File: config.mk
export PLATFORM = sky130hd
export DESIGN_NAME = fir_tdm_sequencer
export DESIGN_NICKNAME = d
export VERILOG_FILES = /design/src/rtl/fir_lpf_pkg.sv /design/src/rtl/fir_tdm_sequencer_strobe_delay.sv /design/src/rtl/fir_tdm_sequencer.sv
export SDC_FILE = /design/constraint.sdc
export NUM_CORES = 1
export LEC_CHECK = 0
export CORE_MARGIN = 2
export CORE_UTILIZATION = 50
export CTS_CLUSTER_DIAMETER = 150
export CTS_CLUSTER_SIZE = 25
export DETAILED_ROUTE_END_ITERATION = 6
export MAX_ROUTING_LAYER = met4
export PLACE_DENSITY = 0.82
export SYNTH_ARGS = -nofsm -noshare
export SYNTH_HDL_FRONTEND = slang
export SYNTH_SLANG_ARGS = --single-unit
File: constraint.sdc
create_clock -name clk -period 1.9 [get_ports clk]
set_input_delay 0.38 -clock clk [delete_from_list [all_inputs] [get_ports clk]]
set_output_delay 0.38 -clock clk [all_outputs]
set_load 0.01 [all_outputs]
File: src/rtl/fir_lpf_pkg.sv
// Shared constants and helpers for the low-pass FIR datapath and its sequencer.
package fir_lpf_pkg;

  localparam int unsigned N_TAPS  = 36;
  localparam int unsigned N_DSP   = 6;
  localparam int unsigned MAC_LAT = 3;

  // Ceiling log2; returns 0 for v <= 1.
  function automatic int unsigned clog2(input int unsigned v);
    int unsigned r;
    r = 0;
    for (int unsigned x = 1; x < v; x = x << 1) r++;
    return r;
  endfunction

endpackage

File: src/rtl/fir_tdm_sequencer_strobe_delay.sv
// Clock-enabled shift register carrying strobes alongside the MAC pipeline.
module strobe_delay #(
  parameter int unsigned WIDTH = 2,
  parameter int unsigned DEPTH = 3
) (
  input  logic             clk,
  input  logic             sclr_n,
  input  logic             ce,
  input  logic             clr,
  input  logic [WIDTH-1:0] d,
  output logic [WIDTH-1:0] q
);

  logic [WIDTH-1:0] stage [DEPTH];

  // Shift on ce; synchronous clear wins over ce, async reset over both.
  always_ff @(posedge clk or negedge sclr_n) begin
    if (!sclr_n) begin
      for (int unsigned i = 0; i < DEPTH; i++) stage[i] <= '0;
    end else if (clr) begin
      for (int unsigned i = 0; i < DEPTH; i++) stage[i] <= '0;
    end else if (ce) begin
      stage[0] <= d;
      for (int unsigned i = 1; i < DEPTH; i++) stage[i] <= stage[i-1];
    end
  end

  assign q = stage[DEPTH-1];

endmodule

File: src/rtl/fir_tdm_sequencer.sv
// Time-division scheduler for the shared-DSP FIR: phase counter, issue
// register, MAC-aligned accumulator strobes, output load and frame counter.
module fir_tdm_sequencer
  import fir_lpf_pkg::*;
#(
  parameter int unsigned N_TAPS  = fir_lpf_pkg::N_TAPS,
  parameter int unsigned N_DSP   = fir_lpf_pkg::N_DSP,
  parameter int unsigned MAC_LAT = fir_lpf_pkg::MAC_LAT,
  localparam int unsigned PHASES = N_TAPS / N_DSP,
  localparam int unsigned PH_W   = clog2(PHASES),
  localparam int unsigned TAP_W  = clog2(N_TAPS)
) (
  input  logic             clk,
  input  logic             sclr_n,
  input  logic             ce,
  input  logic             sync,
  output logic             sample_clk,
  output logic             din_load,
  output logic [PH_W-1:0]  phase,
  output logic [TAP_W-1:0] tap_base,
  output logic             acc_clr,
  output logic             acc_en,
  output logic             dout_load,
  output logic [15:0]      frame_cnt
);

  localparam int unsigned      CNT_W    = clog2(PHASES + 1);
  localparam logic [PH_W-1:0]  P_LAST   = PH_W'(PHASES - 1);
  localparam logic [PH_W-1:0]  P_HALF   = PH_W'(PHASES / 2);
  localparam logic [CNT_W-1:0] CNT_FULL = CNT_W'(PHASES);

  logic [PH_W-1:0]  p;
  logic             issue_vld;
  logic [1:0]       dly_q;
  logic [CNT_W-1:0] acc_cnt;
  logic [CNT_W-1:0] acc_cnt_nxt;
  logic             frame_done;

  // Phase counter and registered issue outputs.
  always_ff @(posedge clk or negedge sclr_n) begin
    if (!sclr_n) begin
      p          <= '0;
      issue_vld  <= 1'b0;
      phase      <= '0;
      tap_base   <= '0;
      din_load   <= 1'b0;
      sample_clk <= 1'b0;
    end else if (sync) begin
      p          <= '0;
      issue_vld  <= 1'b0;
      phase      <= '0;
      tap_base   <= '0;
      din_load   <= 1'b0;
      sample_clk <= 1'b0;
    end else if (ce) begin
      p          <= (p == P_LAST) ? '0 : p + 1'b1;
      issue_vld  <= 1'b1;
      phase      <= p;
      tap_base   <= TAP_W'(32'(p) * N_DSP);
      din_load   <= (p == '0);
      sample_clk <= (p < P_HALF);
    end
  end

  // Issue-valid and issue-first travel with the MAC pipeline.
  strobe_delay #(
    .WIDTH (2),
    .DEPTH (MAC_LAT)
  ) u_strobe_delay (
    .clk    (clk),
    .sclr_n (sclr_n),
    .ce     (ce),
    .clr    (sync),
    .d      ({issue_vld, issue_vld & din_load}),
    .q      (dly_q)
  );

  assign acc_en  = dly_q[1];
  assign acc_clr = dly_q[0];

  // Count products accumulated in the current frame; the frame is complete
  // when the product in flight brings the count to PHASES. Restarting on
  // acc_clr means a sync-truncated frame can never reach the full count.
  always_comb begin
    acc_cnt_nxt = acc_clr ? CNT_W'(1) : acc_cnt + 1'b1;
    frame_done  = acc_en && (acc_cnt_nxt == CNT_FULL);
  end

  // Product counter and output-load strobe.
  always_ff @(posedge clk or negedge sclr_n) begin
    if (!sclr_n) begin
      acc_cnt   <= '0;
      dout_load <= 1'b0;
    end else if (sync) begin
      acc_cnt   <= '0;
      dout_load <= 1'b0;
    end else if (ce) begin
      dout_load <= frame_done;
      if (acc_en) acc_cnt <= acc_cnt_nxt;
    end
  end

  // Completed-frame counter; holds through sync.
  always_ff @(posedge clk or negedge sclr_n) begin
    if (!sclr_n) begin
      frame_cnt <= '0;
    end else if (!sync && ce && frame_done) begin
      frame_cnt <= frame_cnt + 16'd1;
    end
  end

endmodule

==> Word-level counts from Yosys, hierarchy flattened <==
Cells that the tools add are included.
{ "classes": {"n_addsub": 3, "multipliers": 1, "n_div": 0, "n_lt_le_gt_ge": 1, "eq_ne": 2, "shifts": 0, "n_mux": 21, "n_bitwise": 1, "n_reduce_logical": 8} }
{ "op_table": {"columns": ["operator", "count"], "rows": [
  ["2-to-1 mux 3 bit", 9],
  ["2-to-1 mux 6 bit", 4],
  ["adder 16 x 1 -> 16 bit, second input constant", 1],
  ["2-to-1 mux 1 bit", 8],
  ["adder 3 x 1 -> 3 bit, second input constant", 2],
  ["== test 3 bit, second input constant", 2],
  ["multiplier 3 x 2 -> 5 bit, second input constant", 1],
  ["nonzero test 2 bit", 2],
  ["logical AND 1 bit", 3],
  ["logical NOT 3 bit", 1],
  ["less-than comparator 3 x 2 -> 1 bit, second input constant", 1],
  ["AND reduction 2 bit", 1],
  ["AND 1 bit", 1],
  ["logical NOT 1 bit", 1]
]} }
{ "totals": {"register_bits": 41, "latch_bits": 0, "mem_bits_rw": 0, "romBits": 0, "elab_cells": 49, "n_memories": 0} }

==> Logic depth before layout (Yosys ltp) <==
Gate-level depths: netlist (run 1).
{ "logic_depth": {"depth_word": 6, "depth_mapped": 6, "mapped_depth_nobuf": 5} }

==> Cells and area by module <==
From an unflattened synthesis (run 1), not the netlist that was laid out.
{ "unflattened": {"hier_cells": 171, "hier_area_um2": 1891.8} }
{ "by_module_without_submodules": {"columns": ["mod", "instances", "cells_per_inst", "area_each_um2", "seq_area_each_um2"], "rows": [
  ["fir_tdm_sequencer", 1, 150, 1632.8, 825.8],
  ["strobe_delay", 1, 21, 259.0, 150.1]
]} }

==> Worst setup path after synthesis (run 1) <==
No wires, ideal clock.
{ "synth_path": {"kind": "reg-to-reg", "from": "register acc_cnt[0]", "to": "register frame_cnt[1]", "setup_time_ns": 0.125, "t_arrival_ns": 1.467, "required_ns": 1.775, "slack_ns": 0.307, "stages_incl_launch_ff": 6, "period_less_slack_ns": 1.593, "path_cell_list": "dfrtp_1 -> ha_1 -> and4b_1 -> and3_1 -> buf_4 -> mux2_4"} }
{ "synth_via": {"elab_chain_cells": 5} }
{ "synth_lines": {"columns": ["element", "line_no", "source"], "rows": [
  ["start: declaration", "fir_tdm_sequencer.sv:35", "logic [CNT_W-1:0] acc_cnt;"],
  ["start signal: assignment", "fir_tdm_sequencer.sv:99", "if (acc_en) acc_cnt <= acc_cnt_nxt;"],
  ["adder 3 x 1 -> 3 bit", "fir_tdm_sequencer.sv:85", "acc_cnt_nxt = acc_clr ? CNT_W'(1) : acc_cnt + 1'b1;"],
  ["2-to-1 mux 3 bit", "fir_tdm_sequencer.sv:85", null],
  ["== test 3 bit", "fir_tdm_sequencer.sv:86", "frame_done = acc_en && (acc_cnt_nxt == CNT_FULL);"],
  ["logical AND 1 bit", "fir_tdm_sequencer.sv:86", null],
  ["logical AND 1 bit", "fir_tdm_sequencer.sv:107", "end else if (!sync && ce && frame_done) begin"],
  ["end signal: assignment", "fir_tdm_sequencer.sv:108", "frame_cnt <= frame_cnt + 16'd1;"],
  ["end: declaration", "fir_tdm_sequencer.sv:24", "output logic [15:0] frame_cnt"]
]} }
No other way between the ends.
A chain may end at the register's enable or synchronous reset.

==> Final worst setup path (run 1) <==
Ends and elaborated chain as after synthesis.

==> reports/results.ini, run 1 <==
[worst_setup_path]
endpoint=frame_cnt[1]
critPathMaxFanout=9
cp_top_family=simple AND/OR/NAND/NOR gates
crit-reg2reg-launch=acc_cnt[0]
r2r_slack_ps=190
path_cells=ha_1, and4b_1, and3_2, mux2_4
crit_start=acc_cnt[0]
crit_arrival_ps=1890
r2r_cells=4
worstReg2RegEnd=frame_cnt[1]
criticalPathCategory=reg2reg
path_buf_inv=0
start_kind=flip-flop
cp_slowest_cell=dfrtp_1
path_depth=4
crit_path_end_kind=flip-flop
required_ps=2080
slowest_delay_ps=410

[route]
ant_nets=0
num_vias=1309
drc=0
wl_per_cell_um=13.8
vias_per_cell=5.22
wl_mm=3.47
drt_pass1_iterations=4
drtIter0Drc=52

[placed_design]
placed_area_um2=2210
hpwl_mm=2.48
gp_congestion=0.830
portBuffers=32

[grt]
grt_pass1_wl_mm=5.89
grt_pass1_vias=1312
grt_max_degree=40
grt.total_usage_pct=19.3
antenna_found_initial=0
grt_overflow=0

[synth]
syn_area_um2=1850
synth_top_area_cell=dfrtp_1
yosysSeqAreaShare_pct=52.7
ys_warn_count=0
synth_top_area_share_pct=52.7
syn_inst=168
syn_nets=180
avgSynthCellArea_um2=11.0
ys_seq_elements=39
synth_area_leaders=dfrtp_1, mux2i_1, xnor2_1
post_synth_num_cell_types=28

[clock_network]
cts_tree=yes
cts-root-buf=clkbuf_8
clock_sink_count=39
cts_buffers=5
clkSlewWorstSetupHoldPaths_ps=70
clkLatencyLatePin_ps=290
cts_max_level=2
cts_buffer_depth=2

[timing]
finalCritPeriodShare_pct=90.0
hold_viol=0
fmax_ghz=0.585
rsz0062_at_grt=false
skew_ps=4.69
post-route-min-period_ps=1710
slew_viol_final=0
final-setup-viol-count=0

[floorplan]
initial_core_util_pct=51.3
die_height_um=64.8
num_io_pins=34
rows=22
die_x_um=64.8
die_area_um2=4200
coreArea_um2=3610

[power_and_ir_drop]
p_total_mw=1.68
power_leakage_nw=1.10
peakVddDrop_mv=0.617
p_per_area_nw_per_um2=723

[finish]
layout-drive-gt1-share_pct=7.88
final_common_cell=dfrtp_1
layout_common_cells=dfrtp_1, clkdlybuf4s50_1, nor2_1, mux2i_1, xnor2_1
area_growth_pct=25.8
design_area_um2=2330
antenna-diode-count=0
fin_nets=214
final_util_pct=64.6

[status]
status=finished clean

[flow_run]
maxCapViolCount=0

[hold_path]
hp-class=in2async

## synthesized netlist by cell type (all sizes together)
master and instances:
and4 3, and4b 2, a211oi 1, nand4 7, xnor2 12, buf 7
clkbuf 3, a21oi 7, fa 1, nor2 22, and3 5, and2 1
mux2i 14, xor2 5, nand2 5, nor3 2, nand3b 1, o21ai 3
inv 4, ha 7, conb 1, dfrtp 39, mux2 1, nor2b 2
nand2b 4, nand3 8, a32oi 1
## worst register-to-register path, stage by stage (launching register included)
cell     delay (ps)
dfrtp_1         410
ha_1            300
and4b_1         270
and3_2          310
mux2_4          310
## metal layers
layer | vias up | track usage (%) | part of all wire [%]
met5 | - | - | 0
met4 | 0 | 8.51 | 1.6
met3 | 9 | 5.56 | 4.5
met2 | 28 | 32.1 | 52
met1 | 635 | 21.7 | 42
li1 | 637 | - | -
## how the worst min path moves through the flow
| stage | start | end | cells after the start |
|---|---|---|---|
| finish | sclr_n | frame_cnt[6] | 2 |
| global route | sclr_n | frame_cnt[3] | 2 |
| CTS | sclr_n | frame_cnt[3] | 2 |
| detailed placement | sclr_n | frame_cnt[3] | 2 |
| global placement | sclr_n | frame_cnt[3] | 2 |
| floorplan | sclr_n | acc_cnt[0] | 0 |
## stage by stage
step / setup WS (ps) / std cells / hold WS, ps / TNS [ps]
after floorplan: 307 / 168 / 84.4 / 0
after global placement: 24.7 / 243 / 449 / 0
after detailed placement: -47.0 / 243 / 461 / -133
after CTS: 82.0 / 251 / 141 / 0
after global routing: 100 / 251 / 148 / 0
final: 190 / 251 / 128 / 0
## registers in the layout (all words and copies together) (netlist names), 2 cells and up
name and cells:
frame_cnt 16, p 3, phase 3, tap_base 4, u_strobe_delay.q 2, acc_cnt 3, u_strobe_delay.stage 4
## cell families (layout without fill, tap and decap cells)
kind of cell | Yosys count | count (layout) | share of synthesized area (%)
other | 1 | 1 | 0.203
XOR/XNOR | 17 | 17 | 8.05
adder cells (fa/ha/maj) | 8 | 8 | 5.81
AO/OA/AOI/OAI | 12 | 12 | 3.58
multiplexers | 15 | 15 | 8.38
buffers and inverters | 14 | 49 | 3.72
AND/OR/NAND/NOR | 62 | 62 | 17.5
flip-flops | 39 | 39 | 52.7
## layout make-up
class	count	area, um2
Sequential cell	39	976
Clock buffer	6	82.6
Timing Repair Buffer	37	353
Clock inverter	2	35.0
Multi-Input combinational cell	115	807
Inverter	4	15.0
Tap cell	48	60.1
Fill cell	298	1280
## power by group
| group | internal [mW] | switching [mW] | total [mW] |
|---|---|---|---|
| combinational | 0.0551 | 0.0688 | 0.124 |
| clock | 0.424 | 0.276 | 0.700 |
| sequential | 0.846 | 0.0136 | 0.860 |
| total | 1.33 | 0.358 | 1.68 |
## timing repair
action,4_1_cts,5_1_grt
setup buffers,0,0
gates resized for setup,0,1
hold buffers,0,0
setup endpoints to repair,0,2
(Power assumes the default switching activity.)
==> inputs of run 2 (changes only) <==
- REMOVE_ABC_BUFFERS: default -> 1
==> reports/results.ini, run 2 (synthesis results as in run 1) <==
[timing]
rsz0062_at_grt=false
final-setup-viol-count=0
hold_viol=0
hold_ws_ps=29.7
post-route-min-period_ps=1720
skew_ps=7.75
finalCritPeriodShare_pct=90.5
slew_viol_final=0
fmax_ghz=0.581

[route]
ant_nets=0
num_vias=1314
drt_pass1_iterations=4
vias_per_cell=5.28
wl_mm=3.46
wl_per_cell_um=13.9
drtIter0Drc=71
drc=0

[worst_setup_path]
criticalPathCategory=reg2reg
crit-reg2reg-launch=acc_cnt[0]
crit_start=acc_cnt[0]
r2r_cells=5
worstReg2RegEnd=frame_cnt[6]
start_kind=flip-flop
crit_path_end_kind=flip-flop
r2r_slack_ps=180
required_ps=2070
critPathMaxFanout=9
crit_arrival_ps=1890
endpoint=frame_cnt[6]

[finish]
regMostFlops=frame_cnt
largest_register_ffs=16
layout_common_cells=dfrtp_1, clkdlybuf4s50_1, nor2_1, mux2i_1, xnor2_1
reg.largest.list=frame_cnt: 16 flops, tap_base: 4 flops, u_strobe_delay.stage: 4 flops
fin_nets=213
antenna-diode-count=0
final_common_cell=dfrtp_1
layout-drive-gt1-share_pct=6.97
area_growth_pct=25.5

[power_and_ir_drop]
peakVddDrop_mv=0.472
power_leakage_nw=1.09
p_per_area_nw_per_um2=709
p_total_mw=1.65

[clock_network]
clkSlewWorstSetupHoldPaths_ps=80
clock_sink_count=39
clkLatencyLatePin_ps=290
cts_hold_buf=0
cts_buffers=5
cts-root-buf=clkbuf_8
cts_buffer_depth=2
cts_tree=yes
cts_max_level=2
cts_setup_buffers=0

[floorplan]
die_height_um=64.8
num_io_pins=34
die_area_um2=4200
die_x_um=64.8
initial_core_util_pct=51.3
coreArea_um2=3610
rows=22

[placed_design]
gp_congestion=0.832
hpwl_mm=2.58
portBuffers=32

[flow_run]
maxCapViolCount=0

[grt]
grt_max_degree=25
grt_overflow=0
grt_pass1_wl_mm=5.99
grt.total_usage_pct=19.6
grt_pass1_vias=1273
antenna_found_initial=0

[status]
status=finished clean

[hold_path]
hp-class=in2async

run 2: cell types whose count changed in the layout (fill, tap and decap cells not counted):
cell        previous run  this run
buf_4                  5         3
buf_12                 0         1
clkbuf_8               6         5
clkinv_2               1         0
clkinvlp_4             0         1
run 2: area by class of cell:
type / count / area (um2)
multi-input cells: 115 / 807
inverters: 4 / 15.0
repair buffers: 36 / 358
well taps: 48 / 60.1
fillers: 303 / 1280
clock buffers: 5 / 68.8
flip-flops and latches: 39 / 976
clock inverters: 2 / 37.5
run 2: critical path, cell delays in order, from the launching register on:
cell,delay [ps]
dfrtp_1,410
ha_1,300
and4b_1,250
and3_2,310
nand4_1,170
xnor2_1,170
run 2: what timing repair did:
action                                  in CTS  in global routing
endpoints found under the hold margin        0                  0
endpoints found under the setup margin       0                  2
gates resized for setup                      0                  1
run 2: how the worst min path moves through the flow:
stage          depth (start not counted)       endpoint   start
6_report                               1  frame_cnt[11]  sclr_n
3_5_place_dp                           1   frame_cnt[5]  sclr_n
3_3_place_gp                           1   frame_cnt[3]  sclr_n
5_1_grt                                1   frame_cnt[3]  sclr_n
2_1_floorplan                          0     acc_cnt[0]  sclr_n
4_1_cts                                1   frame_cnt[5]  sclr_n
run 2: report_power, final:
part           total, mW  internal (mW)  switching (mW)
Sequential         0.862          0.846          0.0161
Clock              0.664          0.384           0.280
Combinational      0.120         0.0557          0.0645
run 2: routing by layer:
metal	share of wire, %	track usage [%]	up-vias	routed length (um)
li1	-	-	630	-
met1	44	23.5	634	1510
met2	49	30.9	39	1680
met3	5.1	5.73	11	176
met4	2.5	8.24	0	88
met5	0	-	-	0
run 2: per-stage QoR:
stage          setup WS, ps  util, %  setup TNS [ps]  cell area, um2  std cells
4_1_cts                61.4     64.4               0            2320        249
2_1_floorplan           256        -               0            1800        158
3_3_place_gp           12.6     61.4               0            2210        242
6_report                180     64.4               0            2320        249
3_5_place_dp          -85.9     61.4            -236            2210        242
5_1_grt                33.8     64.4               0            2320        249
==> inputs of run 3 (changes only) <==
- ABC_CLOCK_PERIOD_IN_PS: default -> 1900
==> results of run 3 <==
The final DEF is identical to that of run 2; final timing and power are the same.
